## config.mk

```make
export PLATFORM = sky130hd
export DESIGN_NAME = led_breathe_pwm
export DESIGN_NICKNAME = d
export VERILOG_FILES = /design/src/rtl/led_breathe_pwm.sv
export SDC_FILE = /design/constraint.sdc
export NUM_CORES = 1
export LEC_CHECK = 0
export CORE_UTILIZATION = 41
export DETAILED_ROUTE_END_ITERATION = 12
export DONT_BUFFER_PORTS = 1
export PLACE_DENSITY = 0.64
export SYNTH_ARGS = -nofsm -noshare
export SYNTH_HDL_FRONTEND = slang
export SYNTH_SLANG_ARGS = --single-unit
export TNS_END_PERCENT = 1
```

## constraint.sdc

```tcl
create_clock -name i_Clk -period 3.6 [get_ports i_Clk]
set_input_delay 0.9 -clock i_Clk [delete_from_list [all_inputs] [get_ports i_Clk]]
set_output_delay 0.9 -clock i_Clk [all_outputs]
set_load 0.005 [all_outputs]
```

## src/rtl/led_breathe_pwm.sv

```systemverilog
// PWM dimmer for the four blinky LEDs, with a triangular "breathing" duty envelope
// (fade up, hold lit, fade down, hold dark). i_Bypass passes the LED levels through undimmed.
module led_breathe_pwm #(
   parameter int unsigned PWM_BITS   = 8,
   parameter int unsigned STEP_CLKS  = 100000,
   parameter int unsigned HOLD_STEPS = 64
) (
   input  logic                i_Clk,
   input  logic                i_Rst_L,
   input  logic                i_LED_1,
   input  logic                i_LED_2,
   input  logic                i_LED_3,
   input  logic                i_LED_4,
   input  logic                i_Bypass,
   output logic                o_LED_1,
   output logic                o_LED_2,
   output logic                o_LED_3,
   output logic                o_LED_4,
   output logic [PWM_BITS-1:0] o_Duty,
   output logic [1:0]          o_Phase
);

   localparam int unsigned STEP_W = (STEP_CLKS > 1) ? $clog2(STEP_CLKS) : 1;
   localparam int unsigned HOLD_W = (HOLD_STEPS > 1) ? $clog2(HOLD_STEPS) : 1;
   localparam logic [PWM_BITS-1:0] MAX_DUTY  = '1;
   localparam logic [STEP_W-1:0]   STEP_LAST = STEP_W'(STEP_CLKS - 1);
   localparam logic [HOLD_W-1:0]   HOLD_LAST = HOLD_W'(HOLD_STEPS - 1);

   typedef enum logic [1:0] {
      StUp     = 2'd0,
      StHoldHi = 2'd1,
      StDown   = 2'd2,
      StHoldLo = 2'd3
   } phase_t;

   phase_t              state_q;
   logic [3:0]          led_q;
   logic [3:0]          led_out_q;
   logic [3:0]          led_d;
   logic [PWM_BITS-1:0] pwm_cnt_q;
   logic [PWM_BITS-1:0] duty_q;
   logic [PWM_BITS-1:0] duty_active_q;
   logic [STEP_W-1:0]   step_cnt_q;
   logic [HOLD_W-1:0]   hold_cnt_q;
   logic                tick;
   logic                pwm_on;

   assign tick = (step_cnt_q == STEP_LAST);

   always_ff @(posedge i_Clk or negedge i_Rst_L) begin
      if (!i_Rst_L) begin
         led_q         <= '0;
         pwm_cnt_q     <= '0;
         step_cnt_q    <= '0;
         duty_active_q <= '0;
      end else begin
         led_q      <= {i_LED_4, i_LED_3, i_LED_2, i_LED_1};
         pwm_cnt_q  <= pwm_cnt_q + 1'b1;
         step_cnt_q <= tick ? '0 : step_cnt_q + 1'b1;
         // Reload only at the period boundary so a PWM period never sees two duties.
         if (pwm_cnt_q == MAX_DUTY) begin
            duty_active_q <= duty_q;
         end
      end
   end

   // Envelope: saturation at 0 / MAX_DUTY is by state transition, never by wrapping.
   always_ff @(posedge i_Clk or negedge i_Rst_L) begin
      if (!i_Rst_L) begin
         state_q    <= StUp;
         duty_q     <= '0;
         hold_cnt_q <= '0;
      end else if (tick) begin
         unique case (state_q)
            StUp: begin
               if (duty_q == MAX_DUTY) begin
                  state_q    <= StHoldHi;
                  hold_cnt_q <= '0;
               end else begin
                  duty_q <= duty_q + 1'b1;
               end
            end
            StHoldHi: begin
               if (hold_cnt_q == HOLD_LAST) begin
                  state_q <= StDown;
               end else begin
                  hold_cnt_q <= hold_cnt_q + 1'b1;
               end
            end
            StDown: begin
               if (duty_q == '0) begin
                  state_q    <= StHoldLo;
                  hold_cnt_q <= '0;
               end else begin
                  duty_q <= duty_q - 1'b1;
               end
            end
            StHoldLo: begin
               if (hold_cnt_q == HOLD_LAST) begin
                  state_q <= StUp;
               end else begin
                  hold_cnt_q <= hold_cnt_q + 1'b1;
               end
            end
            default: state_q <= StUp;
         endcase
      end
   end

   assign pwm_on = (pwm_cnt_q < duty_active_q);

   always_comb begin
      led_d = i_Bypass ? led_q : (led_q & {4{pwm_on}});
   end

   always_ff @(posedge i_Clk or negedge i_Rst_L) begin
      if (!i_Rst_L) begin
         led_out_q <= '0;
      end else begin
         led_out_q <= led_d;
      end
   end

   assign o_LED_1 = led_out_q[0];
   assign o_LED_2 = led_out_q[1];
   assign o_LED_3 = led_out_q[2];
   assign o_LED_4 = led_out_q[3];
   assign o_Duty  = duty_active_q;
   assign o_Phase = state_q;

endmodule
```

==> results of run 1 <==
## routing by layer
metal	share of wire (%)	vias to the layer above
li1	-	1014
met1	52	968
met2	42	39
met3	4.8	7
met4	1.3	0
met5	0	-
## power by group
group,internal [mW],switching (mW)
sequential,0.645,0.00163
clock,0.375,0.261
combinational,0.00108,0.00107
## path summary, 6_finish.rpt
path,to
setup / recovery,o_Phase[1]$_DFFE_PN0P_
setup reg to reg,o_Phase[1]$_DFFE_PN0P_
min in group i_Clk,step_cnt_q[0]$_DFF_PN0_
hold / removal,hold_cnt_q[4]$_DFFE_PN0P_
hold reg to reg,step_cnt_q[0]$_DFF_PN0_
max in group asynchronous,step_cnt_q[9]$_DFF_PN0_
## critical path, cell delays in order (launching register included)
cell      delay (ns)
dfrtp_1         0.51
or4_1           0.57
o21ai_0         0.24
nand4b_1        0.41
nor2_1          0.32
mux2_2          0.36
## final cells by class
type	count	area, µm²
clock buffers	12	165
clock inverters	4	50.0
fillers	611	3650
inverters	17	63.8
multi-input cells	205	1400
flip-flops and latches	57	1430
well taps	96	120
## registers in the layout, summed over array words and instances (netlist names)
register	cells
led_q	4
o_Phase	2
pwm_cnt_q	8
duty_q	8
step_cnt_q	17
hold_cnt_q	6
o_Duty	8
led_out_q	4
## synth_stat cells (2+ instances only)
master,instances,area [µm²]
o21ai_0,21,105
a31oi_1,3,18.8
inv_1,16,60.1
nor3b_1,2,15.0
xor2_1,13,114
mux2_2,3,33.8
a21o_1,6,45.0
or4_1,5,37.5
nor2b_1,2,12.5
mux2i_1,2,20.0
o21a_1,3,22.5
nand2_1,20,75.1
nor2_1,20,75.1
and3_1,6,37.5
a21oi_1,10,50.1
xnor2_1,18,158
dfrtp_1,57,1430
and4_1,3,26.3
a41oi_1,2,17.5
clkbuf_1,11,41.3
ha_1,17,213
nand4_1,8,50.1
nor3_1,7,35.0
nand3_1,16,80.1
## kinds of logic after synthesis
logic type      share of synthesized area [%]
simple gates                             18.1
flops                                    48.5
compound gates                           11.2
xor+xnor                                 9.24
buf+inv                                  3.96
fa+ha+maj                                7.24
mux                                      1.83
## metrics by stage
step / hold slack, ns / setup slack, ns
floorplan: 0.447 / 1.33
global placement: 0.477 / 1.16
detailed placement: 0.478 / 1.08
CTS: 0.226 / 1.07
global route: 0.215 / 0.840
finish: 0.250 / 1.07
==> impl_metrics.toml, run 1 <==
[die]
initial_utilization_pct = 42.8
fp.dieArea_um2 = 7510
die_w_um = 86.7
boundaryPins = 21
dieHeight_um = 86.7
design.core.area_um2 = 6870
rows = 30

[layout]
mostFrequentLayoutCell = "dfrtp_1"
synthToLayoutAreaGrowth_pct = 9.62
utilization_pct = 46.9
n_antenna_cell = 0
final_cell_mix = "dfrtp_1 (57), o21ai_0 (21), nand2_1 (20), nor2_1 (20), xnor2_1 (18)"
design_area_um2 = 3220
final_nets = 314
drive_gt1_share_pct = 8.14
final_cells = 391

[worst_setup_path]
r2r-start = "duty_q[2]$_DFFE_PN0P_"
timing.reg2reg.setup_slack_ns = 1.07
reg2reg_depth = 5
cp_max_fo = 12
critPathArrivalTime_ns = 2.76
criticalPathCategory = "reg -> reg"
critical_path_required_ns = 3.83
cp-start-kind = "flop"
critPathLaunch = "duty_q[2]$_DFFE_PN0P_"
end_kind = "flop"

[synth]
synth-seq-area-share_pct = 48.5
syn_avg_cell_area_um2 = 10.1
yosysWarnings = 0
synthArstFlopShare_pct = 100
ys_seq_elements = 57
synthCells = 291
synth_fp_nets = 315
synth_edf_count = 0
synth_area_um2 = 2940
yosysUniqueCellTypes = 44
synthFlopType = "dfrtp_1"

[global_routing]
grt_overflow = 0
grt.busiest_layer = "met2"
grt_util_all_layers_pct = 16.0
antenna_found_initial = 0
met2_usage_pct = 22.5
grt_pass1_wl_um = 9000
grt_max_degree = 58
grtUsageMet1_pct = 21.6
groute.layer.met3.usage_pct = 6.19
first_global_vias = 1878

[timing]
grt_setup_unrepaired = "no"
setup_violations = 0
finalClockSkew_ns = 0.0125
fmaxAchievable_mhz = 396
finalMaxSlewViolations = 0
setup_tns_ns = 0
hold_viol_final = 0
period_share_pct = 70.1
tightestPinTransition_ns = 0.668
max_slew_margin_pct = 55.1
layout_min_cycle_time_ns = 2.53

[run_status]
run_status = "finished clean"

[power]
leakagePower_nw = 1.47
power_mw = 1.28
p_per_area_nw_per_um2 = 399
ir_drop_v = 0.000212

[route]
drt_pass1_iterations = 4
ant_nets = 0
vias_per_cell = 5.19
drtIter0Drc = 138
via_count = 2028
routedWlPerCell_um = 13.6
routed_wl_um = 5310
drc_errors = 0

[placed_design]
dpl_cell_area_um2 = 3010
place_inst = 375
hpwlAfterDp_um = 3590
gp_congestion = 0.801
port_buffers = 0

[clock_network]
htreeDepth = 3
root_buffer = "clkbuf_8"
hold_buffers = 0
insertion_delay_ns = 0.34
cts_resized = 0
cts_sinks = 57
path_clk_slew_ns = 0.07
tritoncts = "done"
cts.path.max_buffers = 2
cts_buffers = 9
post_cts_buffers = 0

[worst_hold_path]
hold_path.class = "in -> async"

[job]
cap_violations = 0
Power figures use the tool's default switching activity.
==> run 2, diff against run 1 <==
clock period = 2.5 ns   (was 3.6 ns; I/O delays follow)
==> run 2 against run 1 <==
Setup slack worse by 0.94 ns. Power is 34% higher. Non-clock buffer count is 14 higher. Sequential share of layout area is 1.2 points lower. Highest routed layer unchanged. Worst hold slack worse by 0.093 ns. Sequential cell count stayed put. Final area is 2.9% higher. Clock skew is 0.0080 ns lower. Sequential power is 44% higher. First-iteration DRC count is 22% lower. Critical path depth stayed put. Register-to-register slack worse by 0.94 ns.
==> impl_metrics.toml, run 2 (synthesis results as in run 1) <==
[layout]
top_register = "step_cnt_q"
design_area_um2 = 3310
drive_gt1_share_pct = 12.6
synthToLayoutAreaGrowth_pct = 12.8
n_antenna_cell = 0
final_cell_mix = "dfrtp_1 (57), o21ai_0 (21), nand2_1 (20), nor2_1 (20), xnor2_1 (18)"
mostFrequentLayoutCell = "dfrtp_1"
largest_reg_flops = 17
final_nets = 328
utilization_pct = 48.3

[worst_setup_path]
critPathSlowestCell = "or4b_1"
r2r-start = "step_cnt_q[13]$_DFF_PN0_"
criticalPathCategory = "reg -> reg"
end_kind = "flop"
rr_endpoint = "duty_q[4]$_DFFE_PN0P_"
reg2reg_depth = 5
slowest_delay_ns = 0.66
path_cells = "or4_1, nor3_2, or4b_1, a211oi_2, xnor2_1"
timing.reg2reg.setup_slack_ns = 0.13
critPathArrivalTime_ns = 2.62
cp-start-kind = "flop"
critical_path_required_ns = 2.75
critPathLaunch = "step_cnt_q[13]$_DFF_PN0_"
cp_max_fo = 8
critPathCapture = "duty_q[4]$_DFFE_PN0P_"

[die]
design.core.area_um2 = 6870
initial_utilization_pct = 42.8
boundaryPins = 21
dieHeight_um = 86.7
fp.dieArea_um2 = 7510
rows = 30
die_w_um = 86.7

[power]
ir_drop_v = 0.000230
p_per_area_nw_per_um2 = 518
power_mw = 1.72
leakagePower_nw = 1.53

[clock_network]
cts_sinks = 57
insertion_delay_ns = 0.33
cts.path.max_buffers = 2
cts_buffers = 9
root_buffer = "clkbuf_8"
path_clk_slew_ns = 0.07
tritoncts = "done"
htreeDepth = 3

[timing]
period_share_pct = 94.8
setup_violations = 0
grt_setup_unrepaired = "no"
fmaxAchievable_mhz = 422
setup_tns_ns = 0
finalClockSkew_ns = 0.00449
layout_min_cycle_time_ns = 2.37
max_slew_margin_pct = 58.7
tightestPinTransition_ns = 0.614
finalMaxSlewViolations = 0
hold_viol_final = 0

[global_routing]
first_global_vias = 1969
antenna_found_initial = 0
grt_pass1_wl_um = 9480
grt_max_degree = 58
grt_overflow = 0
grt_util_all_layers_pct = 16.8

[placed_design]
gp_congestion = 0.876
hpwlAfterDp_um = 3870
dpl_cell_area_um2 = 3100
port_buffers = 0

[route]
vias_per_cell = 5.11
ant_nets = 0
via_count = 2070
drt_pass1_iterations = 4
drtIter0Drc = 107
routedWlPerCell_um = 13.6
drc_errors = 0
routed_wl_um = 5490

[job]
cap_violations = 0

[worst_hold_path]
hold_path.class = "in -> async"

[run_status]
run_status = "finished clean"
## run 2: cell types whose count changed in the layout (fill, tap and decap cells not counted), sizes merged
cell and change:
clkbuf -2, clkinv +2, bufinv -1, inv +1, buf +14
## run 2: worst min-delay path by stage
| stage | from | end | slack, ns | cells past startpoint |
|---|---|---|---|---|
| after floorplan | i_Rst_L | duty_q[0]$_DFFE_PN0P_ | 0.33 | 0 |
| after global placement | i_Rst_L | hold_cnt_q[5]$_DFFE_PN0P_ | 0.33 | 0 |
| after detailed placement | i_Rst_L | hold_cnt_q[1]$_DFFE_PN0P_ | 0.33 | 0 |
| after CTS | i_Rst_L | o_Duty[3]$_DFFE_PN0N_ | 0.16 | 1 |
| after global routing | i_Rst_L | step_cnt_q[2]$_DFF_PN0_ | 0.16 | 1 |
| final | i_Rst_L | hold_cnt_q[2]$_DFFE_PN0P_ | 0.16 | 1 |
## run 2: final cells by class
class	instances	area [µm²]
Tap cell	96	120
Inverter	17	63.8
Fill cell	629	3550
Clock buffer	10	138
Multi-Input combinational cell	205	1400
Clock inverter	6	42.5
Timing Repair Buffer	14	125
Sequential cell	57	1430
## run 2: critical path: cells and delay by family, from the launching register on
kind,cells,cell delay (ns)
simple gates,3,1.44
flops,1,0.42
compound gates,1,0.28
xor+xnor,1,0.15
## run 2: through the flow
step | hold WS [ns] | setup WS [ns] | instances
3_3_place_gp | 0.331 | 0.183 | 388
4_1_cts | 0.156 | 0.121 | 405
3_5_place_dp | 0.331 | 0.122 | 388
2_1_floorplan | 0.329 | 0.229 | 291
5_1_grt | 0.162 | 0.0116 | 405
6_report | 0.158 | 0.131 | 405
## run 2: routing by layer
layer  share of wire [%]  track usage [%]  wire, µm  up-vias
met5                   0                0         0        -
met4                 1.8             8.18        98        0
met3                 4.7             4.95       257        7
met2                  43             23.3      2360       41
met1                  51             23.8      2770      977
li1                    -                -         -     1045
## run 2: what timing repair did
| action | 4_1_cts | 5_1_grt |
|---|---|---|
| hold buffers | 1 | 0 |
| gates resized for setup | 0 | 1 |
| setup endpoints to repair | 0 | 4 |
| hold endpoints to repair | 57 | 0 |
| setup buffers | 0 | 0 |
## run 2: report_power, final
part / leakage [nW] / internal [mW] / switching [mW]
registers: 0.754 / 0.929 / 0.00232
clock network: 0.0887 / 0.387 / 0.373
logic: 0.684 / 0.00618 / 0.0184
==> run 3, diff against run 2 <==
HOLD_SLACK_MARGIN = 0.08   (was unset)
==> results of run 3 <==
The final DEF is identical to that of run 2; final timing and power are the same.
